**src/rtl/sigmoid_pkg.sv**
```systemverilog
// Shared types and constants for the sigmoid unit and its inverse search.
package sigmoid_pkg;
  localparam int W      = 16;
  localparam int N_ITER = W;
  localparam int K_W    = $clog2(W);

  typedef logic signed [W-1:0] x_t;
  typedef logic        [W-1:0] y_t;

  localparam y_t Y_ONE = 16'h8000;
  localparam x_t X_MIN = 16'h8000;
  localparam x_t X_MAX = 16'h7FFF;

  typedef enum logic [1:0] {IDLE, SEARCH, DONE} state_t;
endpackage

```
**src/rtl/sigmoid.sv**
```systemverilog
// Combinational piecewise-linear sigmoid: x signed Q4.11 -> y unsigned Q1.15.
// Monotone non-decreasing, output floored at 1 LSB so it never reaches 0.
module sigmoid
  import sigmoid_pkg::*;
(
  input  logic [W-1:0] x,
  output logic [W-1:0] y
);
  logic [W-1:0] mag;
  logic [W-1:0] f;
  logic [W-1:0] d;

  always_comb begin
    // 0x8000 negates to itself, which reads correctly as 32768 unsigned
    mag = x[W-1] ? (16'd0 - x) : x;
    // Middle breakpoint sits where the two slopes meet, keeping f monotone
    if (mag < 16'd2048)
      f = 16'h4000 + (mag << 2);
    else if (mag < 16'd4779)
      f = 16'h5000 + (mag << 1);
    else if (mag < 16'd10240)
      f = 16'h6C00 + (mag >> 1);
    else
      f = Y_ONE;
    d = Y_ONE - f;
    if (!x[W-1])
      y = f;
    else if (d == 16'd0)
      y = 16'd1;
    else
      y = d;
  end
endmodule

```
**src/rtl/sigmoid_inverse_search.sv**
```systemverilog
// Bit-serial bisection inverting sigmoid: returns the largest x with sigmoid(x) <= y.
module sigmoid_inverse_search
  import sigmoid_pkg::*;
(
  input  logic         clk,
  input  logic         rst_n,
  input  logic         in_valid,
  output logic         in_ready,
  input  logic [W-1:0] in_y,
  output logic         out_valid,
  input  logic         out_ready,
  output logic [W-1:0] out_x,
  output logic         out_sat_lo,
  output logic         out_sat_hi
);
  state_t         state_reg, state_next;
  logic [W-1:0]   y_lat_reg, y_lat_next;
  logic [W-1:0]   acc_reg, acc_next;
  logic [K_W-1:0] k_reg, k_next;
  logic [W-1:0]   out_x_reg, out_x_next;
  logic           sat_lo_reg, sat_lo_next;
  logic           sat_hi_reg, sat_hi_next;
  logic           lo_hit_reg, lo_hit_next;

  logic [W-1:0]   cand;
  logic [W-1:0]   probe_x;
  logic [W-1:0]   probe_y;
  logic [W-1:0]   acc_step;

  // Outside SEARCH the probe looks at the bottom of the range, so the
  // below-range condition can be captured together with the target.
  assign cand     = acc_reg | (16'd1 << k_reg);
  assign probe_x  = (state_reg == SEARCH) ? (cand ^ X_MIN) : X_MIN;
  assign acc_step = (probe_y <= y_lat_reg) ? cand : acc_reg;

  sigmoid u_sigmoid (
    .x (probe_x),
    .y (probe_y)
  );

  always_comb begin
    state_next  = state_reg;
    y_lat_next  = y_lat_reg;
    acc_next    = acc_reg;
    k_next      = k_reg;
    out_x_next  = out_x_reg;
    sat_lo_next = sat_lo_reg;
    sat_hi_next = sat_hi_reg;
    lo_hit_next = lo_hit_reg;
    case (state_reg)
      IDLE: begin
        if (in_valid) begin
          y_lat_next  = in_y;
          acc_next    = '0;
          k_next      = K_W'(N_ITER - 1);
          lo_hit_next = (probe_y > in_y);
          state_next  = SEARCH;
        end
      end
      SEARCH: begin
        acc_next = acc_step;
        k_next   = k_reg - 1'b1;
        if (k_reg == '0) begin
          state_next  = DONE;
          out_x_next  = acc_step ^ X_MIN;
          sat_hi_next = &acc_step;
          sat_lo_next = (acc_step == '0) && lo_hit_reg;
        end
      end
      DONE: begin
        if (out_ready)
          state_next = IDLE;
      end
      default: state_next = IDLE;
    endcase
  end

  always_ff @(posedge clk or negedge rst_n) begin
    if (!rst_n) begin
      state_reg  <= IDLE;
      y_lat_reg  <= '0;
      acc_reg    <= '0;
      k_reg      <= '0;
      out_x_reg  <= '0;
      sat_lo_reg <= 1'b0;
      sat_hi_reg <= 1'b0;
      lo_hit_reg <= 1'b0;
    end else begin
      state_reg  <= state_next;
      y_lat_reg  <= y_lat_next;
      acc_reg    <= acc_next;
      k_reg      <= k_next;
      out_x_reg  <= out_x_next;
      sat_lo_reg <= sat_lo_next;
      sat_hi_reg <= sat_hi_next;
      lo_hit_reg <= lo_hit_next;
    end
  end

  assign in_ready   = (state_reg == IDLE);
  assign out_valid  = (state_reg == DONE);
  assign out_x      = out_x_reg;
  assign out_sat_lo = sat_lo_reg;
  assign out_sat_hi = sat_hi_reg;
endmodule
```
**config.mk**
```make
export PLATFORM = sky130hd
export DESIGN_NAME = sigmoid_inverse_search
export DESIGN_NICKNAME = d
export VERILOG_FILES = /design/src/rtl/sigmoid_pkg.sv /design/src/rtl/sigmoid.sv /design/src/rtl/sigmoid_inverse_search.sv
export SDC_FILE = /design/constraint.sdc
export NUM_CORES = 1
export LEC_CHECK = 0
export CAP_MARGIN = 20
export CORE_MARGIN = 4
export CORE_UTILIZATION = 25
export DETAILED_ROUTE_END_ITERATION = 6
export HOLD_SLACK_MARGIN = 0.02
export MAX_ROUTING_LAYER = met4
export SKIP_CTS_REPAIR_TIMING = 1
export SYNTH_ARGS = -nofsm -noshare
export SYNTH_HDL_FRONTEND = slang
export SYNTH_SLANG_ARGS = --single-unit
export TNS_END_PERCENT = 100
```
**constraint.sdc**
```tcl
create_clock -name clk -period 8.2 [get_ports clk]
set_input_delay 1.64 -clock clk [delete_from_list [all_inputs] [get_ports clk]]
set_output_delay 1.64 -clock clk [all_outputs]
set_load 0.02 [all_outputs]
```
## Word level (Yosys, flattened, before mapping)

Index checks and enable logic that the tools add are counted.

| cells by class | value |
|---|---|
| multiplexer cells | 16 |
| equal/unequal tests | 5 |
| $lt $le $gt $ge | 5 |
| shifts and indexed selects | 1 |
| $add $sub $neg | 6 |
| reduce and logical (&&, ||, !) cells | 11 |
| bitwise gates (word level) | 3 |

Operators with widths:

| cell | count |
|---|---|
| two-way mux 16 bit | 9 |
| adder 15 x 16 -> 16 bit, first input constant | 2 |
| logical NOT 16 bit | 2 |
| case mux 16 bit (2 select lines) | 1 |
| adder 15 x 15 -> 16 bit, first input constant | 1 |
| greater-than comparator 16 bit | 1 |
| less-or-equal comparator 16 bit | 1 |
| less-than comparator 16 x 12 -> 1 bit, second input constant | 1 |
| less-than comparator 16 x 13 -> 1 bit, second input constant | 1 |
| less-than comparator 16 x 14 -> 1 bit, second input constant | 1 |
| OR 16 bit | 1 |
| AND reduction 16 bit | 1 |
| left shift 1 x 4 -> 16 bit, first input constant | 1 |
| subtractor 1 x 16 -> 16 bit, first input constant | 1 |
| subtractor 16 bit, first input constant | 1 |
| case mux 4 bit (2 select lines) | 1 |
| two-way mux 2 bit | 3 |
| case mux 2 bit (3 select lines) | 1 |
| AND reduction 2 bit | 3 |
| logical NOT 4 bit | 1 |
| two-way mux 4 bit | 1 |
| inequality test 2 x 1 -> 1 bit, second input constant | 2 |
| subtractor 4 x 1 -> 4 bit, second input constant | 1 |
| AND reduction 3 bit | 1 |
| 7 further kinds | 8 |

| storage, ports and cells | value |
|---|---|
| register bits | 57 |
| input bits | 20 |
| output and inout bits | 20 |
| logic and storage cells | 55 |

## Depth between registers and ports, before layout

| depth | value |
|---|---|
| word-level depth | 18 |
| gate-level depth with buffers | 39 |
| depth with buffers taken out | 36 |

## Cells and area by module

Synthesis repeated with hierarchy kept, for this count alone.

| unflattened totals | value |
|---|---|
| cell total of the unflattened synthesis | 678 |
| area total of the unflattened synthesis | 5320.1 um2 |

By module, submodules not included:

| module | seq. area each (um2) | cells an instance | area each (um2) | instances |
|---|---|---|---|---|
| sigmoid_inverse_search | 1426.4 | 394 | 3432.0 | 1 |
| sigmoid | 0.0 | 284 | 1888.1 | 1 |

## Least setup slack after synthesis

OpenSTA, ideal clock, no wires.

| timing path | value |
|---|---|
| path type | register to register |
| from | register k_reg[0] |
| to | register acc_reg[7] |
| arrival time | 7.989 ns |
| cell stages (with the launch flop) | 39 |
| path buffers | 4 |
| library setup time | 0.072 ns |
| period minus slack after synthesis | 8.062 ns |
| required time | 8.128 ns |
| setup slack | 0.138 ns |
| path through | dfrtp_1 > inv_1 > ha_1 > buf_4 > nor3b_4 > o21ai_0 > ha_1 > buf_1 > o211a_1 > a21oi_1 > o221a_2 > a32o_1 > o2111a_4 > o211ai_1 > nor2_1 > a21oi_1 > ha_1 > o31ai_1 > (+3 left out) > mux2i_1 > a2111oi_2 > a221oi_2 > ha_1 > nor2b_1 > o21a_1 > o21a_1 > o21a_1 > o21a_1 > o21a_1 > o21a_1 > o21ai_0 > a21oi_1 > o21ai_0 > clkbuf_1 > clkbuf_1 > a31oi_1 > nor2_1 |

| between the ends | value |
|---|---|
| longest elaborated chain between the ends | 17 |
| elaborated cells on any way between the ends | 22 |
| classes of those cells | add/sub: 5; order compare: 4; shift: 1; mux: 9; bitwise: 2; reduce/logical: 1 |

RTL lines:

| what | RTL line | RTL |
|---|---|---|
| from (decl) | sigmoid_inverse_search.sv:19 | `logic [K_W-1:0] k_reg, k_next;` |
| from (signal assigned) | sigmoid_inverse_search.sv:92 | `k_reg <= k_next;` |
| left shift 1 x 4 -> 16 bit (*) | sigmoid_inverse_search.sv:32 | `assign cand = acc_reg \| (16'd1 << k_reg);` |
| OR 16 bit (*) | sigmoid_inverse_search.sv:32 |  |
| inverter 1 bit (no line) | - |  |
| two-way mux 16 bit | sigmoid_inverse_search.sv:33 | `assign probe_x = (state_reg == SEARCH) ? (cand ^ X_MIN) : X_MIN;` |
| subtractor 1 x 16 -> 16 bit | sigmoid.sv:15 | `mag = x[W-1] ? (16'd0 - x) : x;` |
| two-way mux 16 bit | sigmoid.sv:15 |  |
| adder 15 x 15 -> 16 bit or less-than comparator 16 x 14 -> 1 bit (tied branches) | sigmoid.sv:22, sigmoid.sv:21 |  |
| two-way mux 16 bit | sigmoid.sv:21 | `else if (mag < 16'd10240)` |
| two-way mux 16 bit | sigmoid.sv:19 | `else if (mag < 16'd4779)` |
| two-way mux 16 bit | sigmoid.sv:17 | `if (mag < 16'd2048)` |
| subtractor 16 bit | sigmoid.sv:25 | `d = Y_ONE - f;` |
| logical NOT 16 bit | sigmoid.sv:28 | `else if (d == 16'd0)` |
| two-way mux 16 bit | sigmoid.sv:28 |  |
| two-way mux 16 bit | sigmoid.sv:26 | `if (!x[W-1])` |
| less-or-equal comparator 16 bit | sigmoid_inverse_search.sv:34 | `assign acc_step = (probe_y <= y_lat_reg) ? cand : acc_reg;` |
| two-way mux 16 bit (*) | sigmoid_inverse_search.sv:34 |  |
| case mux 16 bit (2 select lines) (*) | sigmoid_inverse_search.sv:50 | `case (state_reg)` |
| to (signal assigned) | sigmoid_inverse_search.sv:91 | `acc_reg <= acc_next;` |
| to (decl) | sigmoid_inverse_search.sv:18 | `logic [W-1:0] acc_reg, acc_next;` |

Every way passes the cells marked *; elsewhere a longest branch is shown, timed or not.
A chain may end at the register's enable or synchronous reset.

## Worst setup path in the final report

| timing path | value |
|---|---|
| from | register k_reg[0] |
| to | register sat_hi_reg, in the netlist out_sat_hi |

| between the ends | value |
|---|---|
| longest elaborated chain between the ends | 17 |
| elaborated cells on any way between the ends | 24 |
| classes of those cells | add/sub: 5; order compare: 4; shift: 1; mux: 8; bitwise: 2; reduce/logical: 4 |

RTL lines:

| what | RTL line | RTL |
|---|---|---|
| left shift 1 x 4 -> 16 bit | sigmoid_inverse_search.sv:32 |  |
| OR 16 bit | sigmoid_inverse_search.sv:32 |  |
| inverter 1 bit (no line) | - |  |
| two-way mux 16 bit | sigmoid_inverse_search.sv:33 |  |
| subtractor 1 x 16 -> 16 bit | sigmoid.sv:15 |  |
| two-way mux 16 bit | sigmoid.sv:15 |  |
| adder 15 x 15 -> 16 bit or less-than comparator 16 x 14 -> 1 bit (tied branches) | sigmoid.sv:22, sigmoid.sv:21 |  |
| two-way mux 16 bit | sigmoid.sv:21 |  |
| two-way mux 16 bit | sigmoid.sv:19 |  |
| two-way mux 16 bit | sigmoid.sv:17 |  |
| subtractor 16 bit | sigmoid.sv:25 |  |
| logical NOT 16 bit | sigmoid.sv:28 |  |
| two-way mux 16 bit | sigmoid.sv:28 |  |
| two-way mux 16 bit | sigmoid.sv:26 |  |
| less-or-equal comparator 16 bit | sigmoid_inverse_search.sv:34 |  |
| two-way mux 16 bit | sigmoid_inverse_search.sv:34 |  |
| AND reduction 16 bit | sigmoid_inverse_search.sv:66 | `sat_hi_next = &acc_step;` |
| to (signal assigned) | sigmoid_inverse_search.sv:95 | `sat_hi_reg <= sat_hi_next;` |
| to (decl) | sigmoid_inverse_search.sv:22 | `logic sat_hi_reg, sat_hi_next;` |

Several ways; a longest one is shown, not always the timed one.

==> run_results.csv <==
group,metric,value,unit
status,status,"finished, final reports clean",
final_layout,fillerInstances,2220,
final_layout,stdcell_area,6860,um2
worst_setup_path,path_max_fanout,22,
worst_setup_path,path_class,"flop to flop",
timing,tightest_slew,0.932,ns
final_layout,layout-drive-gt1-share,17.0,%
final_layout,antennaDiodeCount,0,
worst_setup_path,start_kind,"flop",
place,placed_cells,1004,
grt,antenna_found_initial,0,
timing,fmax,128,MHz
worst_setup_path,timing.rr.end,"out_sat_hi",
detailed_routing,vias,5466,
final_layout,nNetsFinal,809,
synthesis,syn_nets,740,
timing,finalHoldViolCount,0,
synthesis,synth_edf_count,0,
synthesis,yosys.area.top_type,"dfrtp_1",
floorplan,die_x,156,um
synthesis,synth.cell_area,5480,um2
synthesis,synth.avg_cell_area,8.06,um2
worst_setup_path,cp.required,8.48,ns
grt,grt.total_usage,14.8,%
worst_setup_path,reg2reg_from,"k_reg[0]",
worst_setup_path,worst_setup_path_end_kind,"flop",
worst_setup_path,arrival,8.09,ns
timing,fin_skew,0.00866,ns
clock_network,numCtsBuffers,9,
synthesis,yosys_warnings,0,
worst_setup_path,r2r_cells,29,
floorplan,initial_utilization,25.8,%
clock_network,h-tree-depth,3,
clock_network,cts_tree,"built",
timing,fin_crit_sh,95.3,%
worst_setup_path,slowest_delay,0.57,ns
min_path,hold_depth,2,
clock_network,cts.clk_slew.worst_paths,0.06,ns
clock_network,clkLatencyLatePin,0.34,ns
clock_network,clockBufferDepth,2,
floorplan,die_y,156,um
final_layout,final_cells,1029,
worst_setup_path,path_buf_inv,2,
grt,grt_pass1_wl,28.6,mm
min_path,hold_end,"out_sat_lo",
place,gp_congestion,0.909,
clock_network,root_buffer,"clkbuf_16",
final_layout,layout_common_cells,"nand2_1, nor2_1, o21ai_0",
timing,max_slew_margin,37.8,%
detailed_routing,drc,0,
synthesis,synth_cell_types,88,
flow_run,cap_violations,0,
timing,finalSetupViolations,0,
timing,drv_slew,0,
detailed_routing,final_antenna_net_count,0,
detailed_routing,routed_wl,17.6,mm
min_path,hold_path_class,"flop to flop",
clock_network,clock_sinks,57,
final_layout,syn_to_final_growth,25.1,%
floorplan,core-area,21300,um2
synthesis,seq_area_frac_synth,26.0,%
worst_setup_path,crit_top_cell,"o21a_1",
worst_setup_path,rrSetupSlack,0.38,ns
final_layout,final_common_cell,"nand2_1",
synthesis,synth_top_area_share,26.0,%
floorplan,ios,40,
final_layout,multiInputGateArea,3810,um2
place,placed_area,6370,um2
synthesis,synth-seq-cells,57,
worst_setup_path,cp_top_family,"compound AO/OA/AOI/OAI gates",
timing,finalCriticalPeriod,7.82,ns
timing,hold_ws,0.477,ns
synthesis,synth_ff_type,"dfrtp_1",
detailed_routing,viasPerCell,5.31,
final_layout,regArea,1430,um2
place,port_buffers,39,
floorplan,row_count,53,
grt,grt.overflow.total,0,
detailed_routing,wire_per_inst,17.1,um
min_path,min_from,"out_sat_lo",
synthesis,syn-instance-count,680,
detailed_routing,first_pass_iters,5,
synthesis,async_flop_share,100,%
grt,first_global_vias,5386,
grt,grt_max_degree,58,
synthesis,synth.area.top_cells,"dfrtp_1, ha_1, o21ai_0",
detailed_routing,drt-initial-drc-count,448,
floorplan,die_area,24400,um2
worst_setup_path,critPathSlowestCell,"or4_4",
place,hpwlAfterDp,13.3,mm
## cell families (layout without fill, tap and decap cells)
| group | Yosys count | in the layout | share of synthesized area (%) |
|---|---|---|---|
| xor gates and xnor gates | 20 | 20 | 3.81 |
| buffers and inverters | 77 | 151 | 6.48 |
| DFF | 57 | 57 | 26.0 |
| AOI/OAI and AO/OA | 233 | 233 | 30.4 |
| and+or+nand+nor | 243 | 243 | 22.3 |
| adders and majority gates | 40 | 40 | 9.13 |
| muxes | 10 | 10 | 1.87 |
## metal layers
metal  wire length, um  track usage (%)  vias to the layer above
li1                  -                -                     2661
met2              8140             22.8                      168
met3               923             2.50                       31
met5                 0                -                        -
met4               435             4.59                        0
met1              8130             19.8                     2606
## how the worst max path moves through the flow
stage	startpoint	endpoint	cells after the start
global placement	k_reg[0]	out_sat_hi	36
floorplan	k_reg[0]	acc_reg[7]	38
global route	k_reg[0]	out_sat_hi	37
detailed placement	k_reg[0]	out_sat_hi	36
finish	k_reg[0]	out_sat_hi	29
CTS	k_reg[0]	out_sat_hi	36
## cell type report
| class | count | share of cell area (%) |
|---|---|---|
| clock inverter | 7 | 1.22 |
| sequential | 57 | 20.8 |
| multi-input combinational | 546 | 55.6 |
| timing repair buffer | 91 | 11.7 |
| clock buffer | 9 | 3.28 |
| inverter | 44 | 2.41 |
| tap | 275 | 5.02 |
## metrics by stage
stage               TNS [ns]  util [%]  setup WS, ns
floorplan                  0         -         0.138
global placement           0      29.9         0.274
detailed placement         0      29.9        0.0456
CTS                  -0.0424      31.4       -0.0424
global route         -0.0846      32.2       -0.0846
finish                     0      32.2         0.385
## synthesized netlist by cell type (6+ instances only)
master,count
nand2_1,70
nor2_1,67
o21ai_0,61
dfrtp_1,57
a21oi_1,46
inv_1,43
ha_1,40
clkbuf_1,15
nor3_1,14
a31oi_1,13
nand4_1,13
xnor2_1,13
nand2b_1,11
nand3_1,11
o21a_1,11
nor4_1,9
a21o_1,8
buf_2,8
mux2i_1,8
nor2b_1,8
a211oi_1,7
o211ai_1,7
buf_6,6
o22ai_1,6
o32ai_1,6
## tightest hold or removal path, cell delays in order, from the launching register on
cell     delay (ns)
dfrtp_1        0.34
nand2_1        0.05
o41ai_1        0.05
Power is left out: the tool's default activity adds up to more than one toggle a clock period on the data nets, which glitch-free logic cannot reach.
